**config.mk**
```make
export PLATFORM = sky130hd
export DESIGN_NAME = cw_matrix_key_scan
export DESIGN_NICKNAME = d
export VERILOG_FILES = /design/src/rtl/cw_matrix_key_scan.sv
export SDC_FILE = /design/constraint.sdc
export NUM_CORES = 1
export LEC_CHECK = 0
export BUFFER_PORTS_ARGS = -buffer_cell sky130_fd_sc_hd__buf_4
export CELL_PAD_IN_SITES_DETAIL_PLACEMENT = 2
export CELL_PAD_IN_SITES_GLOBAL_PLACEMENT = 2
export CORE_MARGIN = 3
export CORE_UTILIZATION = 35
export DETAILED_ROUTE_END_ITERATION = 16
export GPL_ROUTABILITY_DRIVEN = 0
export PLACE_DENSITY = 0.73
export SETUP_SLACK_MARGIN = 0.02
export SLEW_MARGIN = 20
export SYNTH_ARGS = -nofsm -noshare
export SYNTH_HDL_FRONTEND = slang
export SYNTH_SLANG_ARGS = --single-unit
```
**constraint.sdc**
```tcl
create_clock -name CLK -period 11.45 [get_ports CLK]
set_clock_uncertainty 0.1 [all_clocks]
set_input_delay 2.8625 -clock CLK [delete_from_list [all_inputs] [get_ports CLK]]
set_output_delay 2.8625 -clock CLK [all_outputs]
set_load 0.1 [all_outputs]
```
**src/rtl/cw_matrix_key_scan.sv**
```systemverilog
// Scanned, debounced 4x4 keypad reader with a valid/ack holding register.
// Define CW_KEY_REPEAT_EN to enable auto-repeat while a key stays held.
`default_nettype none

module cw_matrix_key_scan #(
  parameter int SCAN_DIV     = 10,
  parameter int DEB_SCANS    = 4,
  parameter int REPEAT_DELAY = 50,
  parameter int REPEAT_RATE  = 10
) (
  input  logic       CLK,
  input  logic       RSTn,
  output logic [3:0] Row_Out,
  input  logic [3:0] Col_In,
  output logic [3:0] oKey_Code,
  output logic       oKey_Valid,
  input  logic       iKey_Ack,
  output logic       oKey_Held,
  output logic       oOverflow,
  input  logic       iClr_Ovf
);

  localparam int SW = $clog2(SCAN_DIV);
  localparam int CW = $clog2(DEB_SCANS + 1);

  typedef enum logic [1:0] {
    S_IDLE,
    S_PRESS_DEB,
    S_HELD,
    S_REL_DEB
  } state_t;

  if (SCAN_DIV < 4 || DEB_SCANS < 2 ||
      REPEAT_DELAY < 1 || REPEAT_RATE < 1) begin : g_bad_cfg
    $error("cw_matrix_key_scan: illegal parameter value");
  end

  logic [3:0]    r_sync1;
  logic [3:0]    r_sync2;
  logic [SW-1:0] r_slot;
  logic [1:0]    r_row;
  logic [15:0]   r_img;
  state_t        r_state;
  logic [CW-1:0] r_cnt;
  logic [3:0]    r_cand;

  logic          w_tc;
  logic          w_eos;
  logic [15:0]   w_img;
  logic [4:0]    w_nkeys;
  logic [3:0]    w_code;
  logic          w_none;
  logic          w_single;
  state_t        w_state_n;
  logic [CW-1:0] w_cnt_n;
  logic [3:0]    w_cand_n;
  logic          w_press_ev;
  logic          w_event;

  assign w_tc    = (r_slot == SW'(SCAN_DIV - 1));
  assign w_eos   = w_tc && (r_row == 2'd3);
  assign Row_Out = ~(4'b0001 << r_row);

  always_ff @(posedge CLK or negedge RSTn) begin
    if (!RSTn) begin
      r_sync1 <= 4'hF;
      r_sync2 <= 4'hF;
      r_slot  <= '0;
      r_row   <= 2'd0;
      r_img   <= '0;
    end else begin
      r_sync1 <= Col_In;
      r_sync2 <= r_sync1;
      r_slot  <= w_tc ? '0 : r_slot + SW'(1);
      if (w_tc)
        r_row <= r_row + 2'd1;
      r_img   <= w_img;
    end
  end

  // Image bit {row,col} is 1 when pressed; the row-3 sample is merged
  // combinationally so classification at EOS sees the whole scan.
  always_comb begin
    w_img = r_img;
    if (w_tc)
      w_img[{r_row, 2'b00} +: 4] = ~r_sync2;
  end

  always_comb begin
    w_nkeys = '0;
    w_code  = '0;
    for (int i = 0; i < 16; i++) begin
      if (w_img[i]) begin
        w_nkeys = w_nkeys + 5'd1;
        w_code  = 4'(i);
      end
    end
  end

  assign w_none   = (w_nkeys == 5'd0);
  assign w_single = (w_nkeys == 5'd1);

  always_ff @(posedge CLK or negedge RSTn) begin
    if (!RSTn) begin
      r_state <= S_IDLE;
      r_cnt   <= '0;
      r_cand  <= '0;
    end else begin
      r_state <= w_state_n;
      r_cnt   <= w_cnt_n;
      r_cand  <= w_cand_n;
    end
  end

  always_comb begin
    w_state_n  = r_state;
    w_cnt_n    = r_cnt;
    w_cand_n   = r_cand;
    w_press_ev = 1'b0;
    if (w_eos) begin
      unique case (r_state)
        S_IDLE: begin
          if (w_single) begin
            w_state_n = S_PRESS_DEB;
            w_cand_n  = w_code;
            w_cnt_n   = CW'(1);
          end
        end
        S_PRESS_DEB: begin
          if (w_single && (w_code == r_cand)) begin
            w_cnt_n = r_cnt + CW'(1);
            if (r_cnt + CW'(1) == CW'(DEB_SCANS)) begin
              w_press_ev = 1'b1;
              w_state_n  = S_HELD;
            end
          end else begin
            w_state_n = S_IDLE;
          end
        end
        S_HELD: begin
          if (w_none) begin
            w_state_n = S_REL_DEB;
            w_cnt_n   = CW'(1);
          end
        end
        S_REL_DEB: begin
          if (w_none) begin
            w_cnt_n = r_cnt + CW'(1);
            if (r_cnt + CW'(1) == CW'(DEB_SCANS))
              w_state_n = S_IDLE;
          end else begin
            w_state_n = S_HELD;
          end
        end
        default: w_state_n = S_IDLE;
      endcase
    end
  end

`ifdef CW_KEY_REPEAT_EN
  localparam int RMAX = (REPEAT_DELAY > REPEAT_RATE) ?
                        REPEAT_DELAY : REPEAT_RATE;
  localparam int RW   = $clog2(RMAX + 1);

  logic [RW-1:0] r_rep;
  logic          r_rep_run;
  logic [RW-1:0] w_rep_tgt;
  logic          w_rep_tick;
  logic          w_rep_ev;

  // Only scans that stay in HELD advance the count; RELEASE_DEB freezes it.
  assign w_rep_tgt  = r_rep_run ? RW'(REPEAT_RATE) : RW'(REPEAT_DELAY);
  assign w_rep_tick = w_eos && (r_state == S_HELD) && !w_none;
  assign w_rep_ev   = w_rep_tick && (r_rep + RW'(1) == w_rep_tgt);

  always_ff @(posedge CLK or negedge RSTn) begin
    if (!RSTn) begin
      r_rep     <= '0;
      r_rep_run <= 1'b0;
    end else if (w_press_ev) begin
      r_rep     <= '0;
      r_rep_run <= 1'b0;
    end else if (w_rep_ev) begin
      r_rep     <= '0;
      r_rep_run <= 1'b1;
    end else if (w_rep_tick) begin
      r_rep     <= r_rep + RW'(1);
    end
  end

  assign w_event = w_press_ev | w_rep_ev;
`else
  assign w_event = w_press_ev;
`endif

  always_ff @(posedge CLK or negedge RSTn) begin
    if (!RSTn) begin
      oKey_Code  <= '0;
      oKey_Valid <= 1'b0;
      oOverflow  <= 1'b0;
    end else begin
      if (w_event && (!oKey_Valid || iKey_Ack)) begin
        oKey_Code  <= r_cand;
        oKey_Valid <= 1'b1;
      end else if (iKey_Ack) begin
        oKey_Valid <= 1'b0;
      end
      if (w_event && oKey_Valid && !iKey_Ack)
        oOverflow <= 1'b1;
      else if (iClr_Ovf)
        oOverflow <= 1'b0;
    end
  end

  assign oKey_Held = (r_state == S_HELD) || (r_state == S_REL_DEB);

endmodule

`default_nettype wire

```
==> results.toml <==
[grt]
grt_use_total_pct = 20.0
grt_first_pass_wirelength_um = 23100
grt_overflow_total = 0
grt_max_degree = 46
met2_usage_pct = 36.6
antenna_found_initial = 0
grt_pass1_vias = 4405
grt_use_met1_pct = 25.5
grt-busiest-layer = "met2"
globalRouteMet3Util_pct = 1.97

[yosys]
syn-mean-instance-area_um2 = 8.96
yosysWarnings = 0
syn_inst = 488
syn-num-nets = 516
async_reset_ff_share_pct = 100
ys.flop_type = "dfrtp_1"
ys_seq_elements = 45
synth.most_common_cell = "nand2_1"
synth_edf_count = 0
ys_top_cells_by_count = "nand2_1, dfrtp_1, xnor2_1"
synth_top_area_share_pct = 21.2
synth_top_area_cell = "dfrtp_1"
ys_types = 91
seq_area_frac_synth_pct = 26.0
syn-cell-area_um2 = 4370
synth_area_leaders = "dfrtp_1, xnor2_1, ha_1"

[die]
die_w_um = 118
die_area_um2 = 13900
core_area_um2 = 12100
fp.dieH_um = 118
start_util_pct = 36.1
rows = 40
ioPinCount = 19

[timing]
final_hold_viol_count = 0
max_freq_mhz = 90.7
drv_slew = 0
slew_headroom_pct = 35.7
whs_ns = 0.255
worst_pin_slew_ns = 0.957
setup_viol = 0
post-route-period-util_pct = 96.3
min_period_ns = 11.02

[clock_network]
insertion_delay_ns = 0.29
clk_pin_slew_ns = 0.07
clockBufferDepth = 2
cts_tree = "yes"
numCtsBuffers = 5
hold_buffers = 0
cts.sinks = 45
clockRootBuffer = "clkbuf_16"
cts_max_level = 2

[worst_setup_path]
worst_setup_path_start_kind = "flop"
critPathMaxStageDelay_ns = 0.41
end_kind = "flop"
critical_path_required_ns = 11.52
crit_slowest_cell = "nor4b_2"
critPathMaxFanout = 5
cpMostUsedCell = "ha_4"
crit_type = "reg2reg"
cp.arrival_ns = 11.09

[routing]
drt_first_pass_iters = 4
ant_nets = 0
first_iter_violations = 174
viasPerCell = 5.70
wl_per_cell_um = 20.1
drcViolationCount = 0
totalWireLength_um = 14200
vias = 4012

[place]
dpl.hpwl_um = 10200
dpl_cell_area_um2 = 4820
dp.cells = 681
io_buffer_count = 18

[cells_and_area]
area_growth_pct = 23.5
instances_no_fill = 704
drive_above_1_share_pct = 30.8
diodes = 0
final_area_um2 = 5400
fin_nets = 563

[flow_run]
cap_violations = 0

[pwr]
power_density_nw_per_um2 = 202
ir_worst_vdd_mv = 0.109
leakage_nw = 2.27

[status]
outcome = "finished, final reports clean"

[worst_hold_path]
hp-class = "reg2reg"
worst max-delay path: cells and delay by family, from the launching register on:
family                     cells  cell delay, ns
adders and majority gates     15            3.69
AOI/OAI and AO/OA             14            2.29
muxes                          7            2.06
and+or+nand+nor               14            1.98
DFF                            1            0.40
buffers and inverters          5            0.37
layout by cell type, fill, tap and decap left out, drive strengths merged, types with 6 or more instances in the layout:
cell	Yosys	layout
mux2	16	16
and2	7	7
xor2	14	14
inv	27	27
o31ai	7	7
xnor2	37	37
dfrtp	37	37
buf	7	57
mux2i	8	8
nor4	14	14
nand4	6	6
nand2b	6	6
nor3	9	9
o21ai	34	34
nand2	51	51
a21oi	27	27
dfstp	8	8
nor2	27	27
a31oi	11	11
ha	20	20
nand3	11	11
routing by layer:
layer / up-vias / wire, um
li1: 1878 / -
met1: 2066 / 6380
met2: 61 / 7380
met3: 7 / 299
met4: 0 / 122
met5: - / 0
worst paths after layout:
check / from / endpoint / slack (ns) / cells after the start
worst max-delay path: r_row[0] / oKey_Code[2] / 0.43 / 55
worst min-delay path: r_sync1[1] / r_sync2[1] / 0.26 / 0
worst max register to register: r_row[0] / oKey_Code[2] / 0.43 / 55
worst min register to register: r_sync1[1] / r_sync2[1] / 0.26 / 0
max in group asynchronous: RSTn / r_slot[2] / 8.34 / 1
min in group asynchronous: RSTn / r_cnt[2] / 2.47 / 1
power breakdown:
part | internal [W] | switching (W) | total [W]
Clock | 0.000125 | 0.0000643 | 0.000189
Combinational | 0.000338 | 0.000390 | 0.000728
Sequential | 0.000166 | 0.00000920 | 0.000176
Total | 0.000629 | 0.000463 | 0.00109
per-stage QoR:
step / utilization, % / worst slack (ns) / TNS [ns] / power (W)
after global routing: 44.6 / -0.124 / -0.938 / 0.00118
after CTS: 42.7 / 0.0362 / 0 / 0.00101
final: 44.6 / 0.426 / 0 / 0.00109
after global placement: 39.8 / 0.00741 / 0 / 0.000744
after detailed placement: 39.8 / -0.507 / -5.94 / 0.000780
after floorplan: - / 0.0860 / 0 / 0.000621
cell type report:
cell class / instances / area, um2
clock inverter: 3 / 65.1
clock buffer: 5 / 125
fill: 1345 / 6710
sequential: 45 / 1140
multi-input combinational: 395 / 3320
inverter: 31 / 116
timing repair buffer: 57 / 428
tap: 168 / 210
what timing repair did:
action                     CTS  global route
pin swaps                    9            17
setup endpoints to repair   15            15
buffers inserted             5            11
resized for setup           24            35
cell families (layout without fill, tap and decap cells):
| family | Yosys count | after routing | share of synthesized area [%] |
|---|---|---|---|
| adders and majority gates | 20 | 20 | 5.72 |
| DFF | 45 | 45 | 26.0 |
| and+or+nand+nor | 167 | 167 | 21.4 |
| buffers and inverters | 48 | 96 | 4.35 |
| xor gates and xnor gates | 56 | 56 | 15.0 |
| AOI/OAI and AO/OA | 128 | 128 | 20.9 |
| muxes | 24 | 24 | 6.61 |
state kept, by name, summed over array words and instances (netlist names):
signal,count
r_img,16
oKey_Code,4
r_cand,4
r_slot,4
r_sync1,4
r_sync2,4
r_cnt,3
r_row,2
r_state,2
oKey_Valid,1
oOverflow,1
No activity file was read; power rests on OpenSTA's default activity.
